[config.mk]
export PLATFORM = sky130hd
export DESIGN_NAME = pattern_count_engine
export DESIGN_NICKNAME = d
export VERILOG_FILES = /design/src/rtl/pce_pkg.sv /design/src/rtl/pce_window_match.sv /design/src/rtl/pattern_count_engine.sv
export SDC_FILE = /design/constraint.sdc
export NUM_CORES = 1
export LEC_CHECK = 0
export CAP_MARGIN = 5
export CORE_ASPECT_RATIO = 1.2
export CORE_MARGIN = 4
export CORE_UTILIZATION = 52
export DETAILED_ROUTE_END_ITERATION = 10
export GPL_TIMING_DRIVEN = 0
export HOLD_SLACK_MARGIN = 0.1
export PLACE_DENSITY = 0.83
export SETUP_SLACK_MARGIN = 0.4
export SKIP_CTS_REPAIR_TIMING = 1
export SYNTH_ARGS = -nofsm -noshare
export SYNTH_HDL_FRONTEND = slang
export SYNTH_SLANG_ARGS = --single-unit
export TNS_END_PERCENT = 10
[constraint.sdc]
create_clock -name clk -period 4.5 [get_ports clk]
set_input_delay 1.125 -clock clk [delete_from_list [all_inputs] [get_ports clk]]
set_output_delay 1.125 -clock clk [all_outputs]
set_load 0.01 [all_outputs]
[src/rtl/pce_pkg.sv]
// pce_pkg: shared FSM state encoding and default memory-map constants for pattern_count_engine
package pce_pkg;
  typedef enum logic [2:0] {
    IDLE,
    RD_PAT,
    RD_MSG,
    DRAIN,
    WR_CTB,
    WR_CTO,
    WR_CTS,
    DONE
  } pce_state_t;
  localparam int DEF_MSG_BYTES = 32;
  localparam int DEF_PAT_ADDR  = 32;
  localparam int DEF_OUT_BASE  = 33;
endpackage

[src/rtl/pce_window_match.sv]
// pce_window_match: counts 5-bit pattern hits in the 12-bit string {prev nibble, cur byte}
//   str       in  12  {prev[3:0], cur[7:0]}, MSB-first
//   pat       in  5   pattern
//   first     in  1   cur is byte 0 (no crossing windows)
//   in_cnt    out 3   hits fully inside cur
//   cross_cnt out 4   hits starting in prev and ending in cur
//   any       out 1   in_cnt nonzero
module pce_window_match (
  input  logic [11:0] str,
  input  logic [4:0]  pat,
  input  logic        first,
  output logic [2:0]  in_cnt,
  output logic [3:0]  cross_cnt,
  output logic        any
);
  always_comb begin
    in_cnt    = '0;
    cross_cnt = '0;
    for (int i = 0; i < 4; i++) begin
      in_cnt    = in_cnt + 3'(str[i +: 5] == pat);
      cross_cnt = cross_cnt + 4'(!first && str[i + 4 +: 5] == pat);
    end
    any = in_cnt != '0;
  end
endmodule

[src/rtl/pattern_count_engine.sv]
// pattern_count_engine: reads pattern + message from data memory, writes ctb/cto/cts match counts
//   clk        in  1   system clock
//   reset      in  1   synchronous active-low reset
//   req        in  1   start pulse (accepted in IDLE/DONE only)
//   done       out 1   job complete, held until next accepted req
//   mem_raddr  out AW  registered read address
//   mem_rdata  in  8   read data, valid one cycle after mem_raddr
//   mem_wen    out 1   write strobe
//   mem_waddr  out AW  write address
//   mem_wdata  out 8   write data
module pattern_count_engine
  import pce_pkg::*;
#(
  parameter int MSG_BYTES = DEF_MSG_BYTES,
  parameter int PAT_ADDR  = DEF_PAT_ADDR,
  parameter int OUT_BASE  = DEF_OUT_BASE,
  parameter int AW        = 8
) (
  input  logic          clk,
  input  logic          reset,
  input  logic          req,
  output logic          done,
  output logic [AW-1:0] mem_raddr,
  input  logic [7:0]    mem_rdata,
  output logic          mem_wen,
  output logic [AW-1:0] mem_waddr,
  output logic [7:0]    mem_wdata
);
  pce_state_t state, state_n;
  logic [AW-1:0] raddr, raddr_n;
  logic [4:0] pat;
  logic [3:0] prev;
  logic [7:0] ctb, cto, cts;
  logic [2:0] in_cnt;
  logic [3:0] cross_cnt;
  logic any, start, consume, first, grab_pat;
  logic [1:0] wsel;
  pce_window_match u_match (
    .str      ({prev, mem_rdata}),
    .pat      (pat),
    .first    (first),
    .in_cnt   (in_cnt),
    .cross_cnt(cross_cnt),
    .any      (any)
  );
  // Data for address a arrives while address a+1 is being issued, so in RD_MSG
  // the pattern byte is on rdata when raddr==0 and message byte raddr-1 otherwise.
  always_comb begin
    start    = (state == IDLE || state == DONE) && req;
    grab_pat = state == RD_MSG && raddr == '0;
    consume  = (state == RD_MSG && raddr != '0) || state == DRAIN;
    first    = state == RD_MSG && raddr == AW'(1);
    state_n  = state;
    raddr_n  = raddr;
    case (state)
      IDLE, DONE: if (req) begin
        state_n = RD_PAT;
        raddr_n = AW'(PAT_ADDR);
      end
      RD_PAT: begin
        state_n = RD_MSG;
        raddr_n = '0;
      end
      RD_MSG: if (raddr == AW'(MSG_BYTES - 1)) state_n = DRAIN;
              else raddr_n = raddr + AW'(1);
      DRAIN:  state_n = WR_CTB;
      WR_CTB: state_n = WR_CTO;
      WR_CTO: state_n = WR_CTS;
      WR_CTS: state_n = DONE;
      default: state_n = IDLE;
    endcase
    wsel      = state == WR_CTO ? 2'd1 : state == WR_CTS ? 2'd2 : 2'd0;
    mem_wen   = state == WR_CTB || state == WR_CTO || state == WR_CTS;
    mem_waddr = mem_wen ? AW'(OUT_BASE) + AW'(wsel) : '0;
    mem_wdata = !mem_wen ? 8'd0 : wsel == 2'd0 ? ctb : wsel == 2'd1 ? cto : cts;
  end
  assign mem_raddr = raddr;
  always_ff @(posedge clk) begin
    if (!reset) begin
      state <= IDLE;
      raddr <= '0;
      pat   <= '0;
      prev  <= '0;
      ctb   <= '0;
      cto   <= '0;
      cts   <= '0;
      done  <= 1'b0;
    end else begin
      state <= state_n;
      raddr <= raddr_n;
      done  <= state == DONE && !req;
      if (start) begin
        ctb  <= '0;
        cto  <= '0;
        cts  <= '0;
        prev <= '0;
      end
      if (grab_pat) pat <= mem_rdata[7:3];
      if (consume) begin
        prev <= mem_rdata[3:0];
        ctb  <= ctb + 8'(in_cnt);
        cto  <= cto + 8'(any);
        cts  <= cts + 8'(in_cnt) + 8'(cross_cnt);
      end
    end
  end
endmodule

# ---- After elaboration in Yosys (flattened, before gate mapping)
# Cells that the tools add are included.
dict set report classes {
  reduce_logical 25
  n_addsub 12
  eq_ne 21
  muxes 18
}
# cell count
set ops {}
lappend ops {{2-to-1 mux 8 bit} 9}
lappend ops {{equality test 5 bit} 8}
lappend ops {{case mux 8 bit (3 select lines)} 1}
lappend ops {{case mux 3 bit (7 select lines)} 1}
lappend ops {{adder 8 x 3 -> 8 bit} 2}
lappend ops {{equality test 3 bit, second input constant} 4}
lappend ops {{logical AND 1 bit} 9}
lappend ops {{adder 4 x 1 -> 4 bit} 2}
lappend ops {{adder 8 x 1 -> 8 bit} 1}
lappend ops {{adder 8 x 1 -> 8 bit, second input constant} 1}
lappend ops {{adder 8 x 4 -> 8 bit} 1}
lappend ops {{equality test 8 x 1 -> 1 bit, second input constant} 1}
lappend ops {{equality test 8 x 5 -> 1 bit, second input constant} 1}
lappend ops {{logical NOT 8 bit} 1}
lappend ops {{2-to-1 mux 4 bit} 2}
lappend ops {{nonzero test 8 bit} 1}
lappend ops {{adder 6 x 2 -> 7 bit, first input constant} 1}
lappend ops {{2-to-1 mux 7 bit} 1}
lappend ops {{adder 3 x 1 -> 3 bit} 2}
lappend ops {{equality test 3 x 2 -> 1 bit, second input constant} 2}
lappend ops {{2-to-1 mux 3 bit} 2}
lappend ops {{nonzero test 3 bit} 2}
lappend ops {{adder 1 x 1 -> 2 bit} 2}
lappend ops {{logical OR 1 bit} 4}
lappend ops {{12 further kinds} 15}
dict set report totals {
  inputBits 11
  regBits 45
  out_inout_bits 26
}

# ---- Longest topological paths before layout
dict set report depth {
  ltp_word 9
  mapped_depth 23
  mapped_depth_nobuf 21
}

# ---- By module
# A second synthesis with hierarchy kept.
dict set report hier_totals {
  hier_cells 411
  hier_area_um2 3398.3
}
# module cells_each area_per_inst_um2 instances seq_area_each_um2
set modules_own_cells {}
lappend modules_own_cells {pattern_count_engine 332 2748.9 1 900.9}
lappend modules_own_cells {pce_window_match 79 649.4 1 0.0}

# ---- Worst setup path before layout
# No wires, ideal clock.
dict set report synth_path {
  kind {input -> register}
  startpoint {in mem_rdata[4]}
  endpoint {reg cts[7]}
  setup_slack_ns -0.145
  required_ns 4.381
  cell_stages 18
  arrival_time_ns 4.525
  cell_sequence {buf_1 -> xnor2_1 -> nand3_1 -> nor3_1 -> ha_1 -> fa_1 -> ha_1 -> inv_1 -> fa_1 -> inv_1 -> ha_1 -> inv_1 -> fa_1 -> nor2b_1 -> o21ai_0 -> inv_1 -> nand4_1 -> mux2i_1}
}
dict set report synth_between {
  elab_chain_len 7
  elab_cells_between_ends 15
  cone_classes {8 x add/sub; 5 x eq/ne; 1 x mux; 1 x reduce/logical}
}
# element line
set synth_lines {}
lappend synth_lines {{from (decl)} pattern_count_engine.sv:24} ;# input logic [7:0] mem_rdata,
lappend synth_lines {{equality test 5 bit (on tied branches)} {pce_window_match.sv:20, pce_window_match.sv:21}}
lappend synth_lines {{adder 1 x 1 -> 2 bit or logical AND 1 bit (tied branches)} {pce_window_match.sv:20, pce_window_match.sv:21}}
lappend synth_lines {{adder 3 x 1 -> 3 bit or adder 1 x 1 -> 2 bit (tied branches)} {pce_window_match.sv:20, pce_window_match.sv:21}}
lappend synth_lines {{adder 3 x 1 -> 3 bit or adder 4 x 1 -> 4 bit (tied branches)} {pce_window_match.sv:20, pce_window_match.sv:21}}
lappend synth_lines {{adder 8 x 3 -> 8 bit or adder 4 x 1 -> 4 bit (tied branches)} {pattern_count_engine.sv:103, pce_window_match.sv:21}}
lappend synth_lines {{adder 8 x 4 -> 8 bit *} pattern_count_engine.sv:103} ;# cts <= cts + 8'(in_cnt) + 8'(cross_cnt);
lappend synth_lines {{2-to-1 mux 8 bit *} pattern_count_engine.sv:99} ;# if (consume) begin
lappend synth_lines {{to (signal assigned)} pattern_count_engine.sv:103}
lappend synth_lines {{to (decl)} pattern_count_engine.sv:33} ;# logic [7:0] ctb, cto, cts;
# Mark *: on every way between the ends. The rest lies on a longest branch, timed or not.
# A chain may end at the register's enable or synchronous reset.

# ---- Final worst setup path
dict set report layout_path {
  startpoint {in mem_rdata[0]}
  endpoint {reg cts[7]}
}
dict set report layout_between {
  elab_chain_len 7
}
# element line
set layout_lines {}
lappend layout_lines {{equality test 5 bit} pce_window_match.sv:20} ;# in_cnt = in_cnt + 3'(str[i +: 5] == pat);
lappend layout_lines {{adder 1 x 1 -> 2 bit} pce_window_match.sv:20}
lappend layout_lines {{adder 3 x 1 -> 3 bit (2 in a row)} pce_window_match.sv:20}
lappend layout_lines {{adder 8 x 3 -> 8 bit} pattern_count_engine.sv:103}
lappend layout_lines {{adder 8 x 4 -> 8 bit} pattern_count_engine.sv:103}
lappend layout_lines {{2-to-1 mux 8 bit} pattern_count_engine.sv:99}
# Every way passes these cells.

==> flow_summary.ini <==
[run_status]
status = completed

[timing]
worstMarginPinSlew_ns = 0.628
slew_headroom = 0.581
hold_viol = 0
fin_crit_sh = 0.923
skew_ns = 0.00899
whs_ns = 0.481
layout_setup_ws_ns = 0.345
final_max_slew_viol_count = 0
setup_violations = 0
fmax_mhz = 241
final.setup.tns_ns = 0
rsz0062_at_grt = true
finalCriticalPeriod_ns = 4.16

[worst_setup_path]
worstPathRequired_ns = 4.71
worst-r2r-cell-count = 18
cp-start-kind = input port
path_class = in -> reg
cp.depth = 18
startpoint = mem_rdata[0]
cp.arrival_ns = 4.36
endpoint_kind = flop
cp_cell_sequence = dlymetal6s2s_1, xnor2_1, nand3_1, nor3_2, ha_1, fa_2, ha_4, inv_4, fa_1, inv_2, ha_4, inv_2, fa_2, nor2b_2, o21ai_2, inv_1, nand4_1, mux2i_1
cp_max_fo = 3
r2r-start = pat[0]
cpLargestDelayFamily = adder cells
slowest_delay_ns = 0.45
cp_num_buf_inv = 5
slowest_stage = fa_1

[drt]
drc = 0
dr.pass1.iters = 4
detail-route-antenna-nets = 0
vias_per_cell = 5.54
wire_per_inst_um = 14.7
drt-initial-drc-count = 233
drt_wl_total_mm = 7.85
vias = 2958

[logic_synthesis]
synthTopCellsByArea = dfxtp_1 (27%), xnor2_1 (7.7%), ha_1 (6.4%)
synth-edff-count = 0
synth_top_area_share = 0.272
ys_seq_area_frac = 0.272
synthMuxAreaShare = 0.0453
ys_warn_count = 0
synth-compound-area-share = 0.154
ys_ff_latch = 45
syn_area_sq_um = 3310
yosys.area_share.simple = 0.225
async_reset_ff_frac = 0
ys_types = 58
avgSynthCellArea_sq_um = 8.04
synthAdderAreaFrac = 0.100
synth_top_family_by_area = simple AND/OR/NAND/NOR gates
yosys.area_share.xor_xnor = 0.129
synthCells = 412
synth_top_area_cell = dfxtp_1
synth_flop_cell = dfxtp_1

[cells_and_area]
syn_to_final_growth_pct = 21.3
fillerInstances = 530
fin_nets = 486
fin_util = 0.656
diodes = 0
final_cells = 534
stdcell_area_sq_um = 4020
drive_gt1_frac = 0.177

[floorplanning]
boundaryPins = 37
core_area_sq_um = 6130
rows = 31
start_util = 0.541
die_area_sq_um = 7720
die_w_um = 80.9
die_h_um = 95.5

[grt]
grt_first_pass_wirelength_mm = 13.3
grt_max_degree = 15
gr-usage-all-layers = 0.218
grt_pass1_vias = 2853
overflow = 0
antenna_found_initial = 0

[power_and_ir_drop]
power_leakage_nw = 1.57
ir_drop_mv = 0.145
powerDensity_nw_per_um2 = 225
power_uw = 906

[clock_tree]
cts_tree = yes
htreeDepth = 2
numCtsBuffers = 5
clock_path_buffers = 2
clock_sinks = 45
clockRootBuffer = clkbuf_8
clk_pin_slew_ns = 0.09
clk_latency_ns = 0.31

[run]
max_cap_violations = 0

[place]
dp.final_hpwl_mm = 5.78
dpl_cell_area_sq_um = 3770
placedCellCount = 523
place_congestion = 0.848
port-buffer-count = 25
pre_cts_ws_ns = -0.446

[worst_hold_path]
hold_depth = 2
hold_path.class = reg -> reg
hp-start = cts[7]
cell usage in the layout, fill, tap and decap left out, types with 3 or more instances in the layout:
cell             instances
and3_1                   4
clkbuf_1                 9
conb_1                   5
clkbuf_2                 4
xnor2_2                  6
inv_1                   12
nor3_2                   4
inv_2                    6
nor3_1                   7
a21oi_2                  3
nand2b_1                 7
clkbuf_8                 5
fa_2                     3
nor2_1                  54
clkdlybuf4s50_1         22
dfxtp_1                 44
nand4_1                  8
buf_4                   13
buf_6                    3
ha_4                     3
a21oi_1                 25
xor2_1                  20
a31oi_1                  9
fa_1                     3
nor3b_1                  3
ha_1                    14
xnor2_1                 23
nand2_1                 21
o21ai_0                  8
a22oi_1                  9
nand3_1                 19
a211oi_1                 3
buf_2                    8
mux2i_1                 15
or3_1                    3
a21o_1                   3
kinds of logic (layout without fill, tap and decap cells):
logic type	after synthesis	in the layout
xor+xnor	49	49
mux	15	15
other cells	1	5
compound gates	77	77
simple gates	147	147
flops	45	45
buf+inv	55	91
fa+ha+maj	23	23
power breakdown:
part	internal [mW]	leakage [nW]	switching (mW)
clock network	0.107	0.0402	0.144
logic	0.101	1.17	0.138
registers	0.407	0.364	0.00900
total	0.615	1.57	0.292
sequential cells by signal, indices dropped and copies added (netlist names):
register and cells:
pat 5, state 3, cto 8, ctb 8
prev 4, mem_raddr 8, done 1, cts 8
worst paths after layout:
check / slack (ns) / end
worst max-delay path: 0.34 / cts[7]
worst min-delay path: 0.48 / cts[7]
worst max register to register: 0.46 / cts[7]
worst min register to register: 0.48 / cts[7]
layer usage:
metal,routed length (um),up-vias,part of all wire,track usage
met5,0,-,0,0
li1,-,1481,-,-
met3,373,12,0.047,0.0302
met1,3370,1385,0.43,0.271
met2,3980,80,0.51,0.381
met4,123,0,0.016,0.0732
final cells by class:
| type | count | area [sq um] | area share |
|---|---|---|---|
| buffer | 35 | 243 | 0.0604 |
| clock buffer | 5 | 68.8 | 0.0171 |
| clock inverter | 2 | 16.3 | 0.00405 |
| inverter | 20 | 77.6 | 0.0193 |
| multi-input combinational | 316 | 2330 | 0.580 |
| sequential | 45 | 902 | 0.224 |
| tap | 82 | 103 | 0.0255 |
| timing repair buffer | 29 | 279 | 0.0694 |
worst register-to-register path, stage by stage, from the launching register on:
cell and delay (ns):
dfxtp_1 0.31, clkbuf_1 0.48, xnor2_2 0.18, nand3_1 0.10, nor3_2 0.18, ha_1 0.27
fa_2 0.40, ha_4 0.30, inv_4 0.04, fa_1 0.46, inv_2 0.09, ha_4 0.15
inv_2 0.04, fa_2 0.39, nor2b_2 0.13, o21ai_2 0.08, inv_1 0.07, nand4_1 0.13
mux2i_1 0.15
synthesized netlist by cell type, types with 3 or more instances:
library cell and instances:
or3_1 3, dfxtp_1 45, nand4_1 8, buf_4 7, and3_1 4, clkbuf_1 14
a21oi_1 26, ha_1 17, a22oi_1 9, nor3_1 10, nand2b_1 7, buf_2 8
xor2_1 20, buf_1 5, nor2_1 55, xnor2_1 29, and2_1 3, o21ai_0 9
fa_1 6, nand2_1 21, nor3b_1 3, inv_1 18, nand3_1 19, a21o_1 3
mux2i_1 15, a31oi_1 9, a211oi_1 3
No activity file was read; power rests on OpenSTA's default activity.
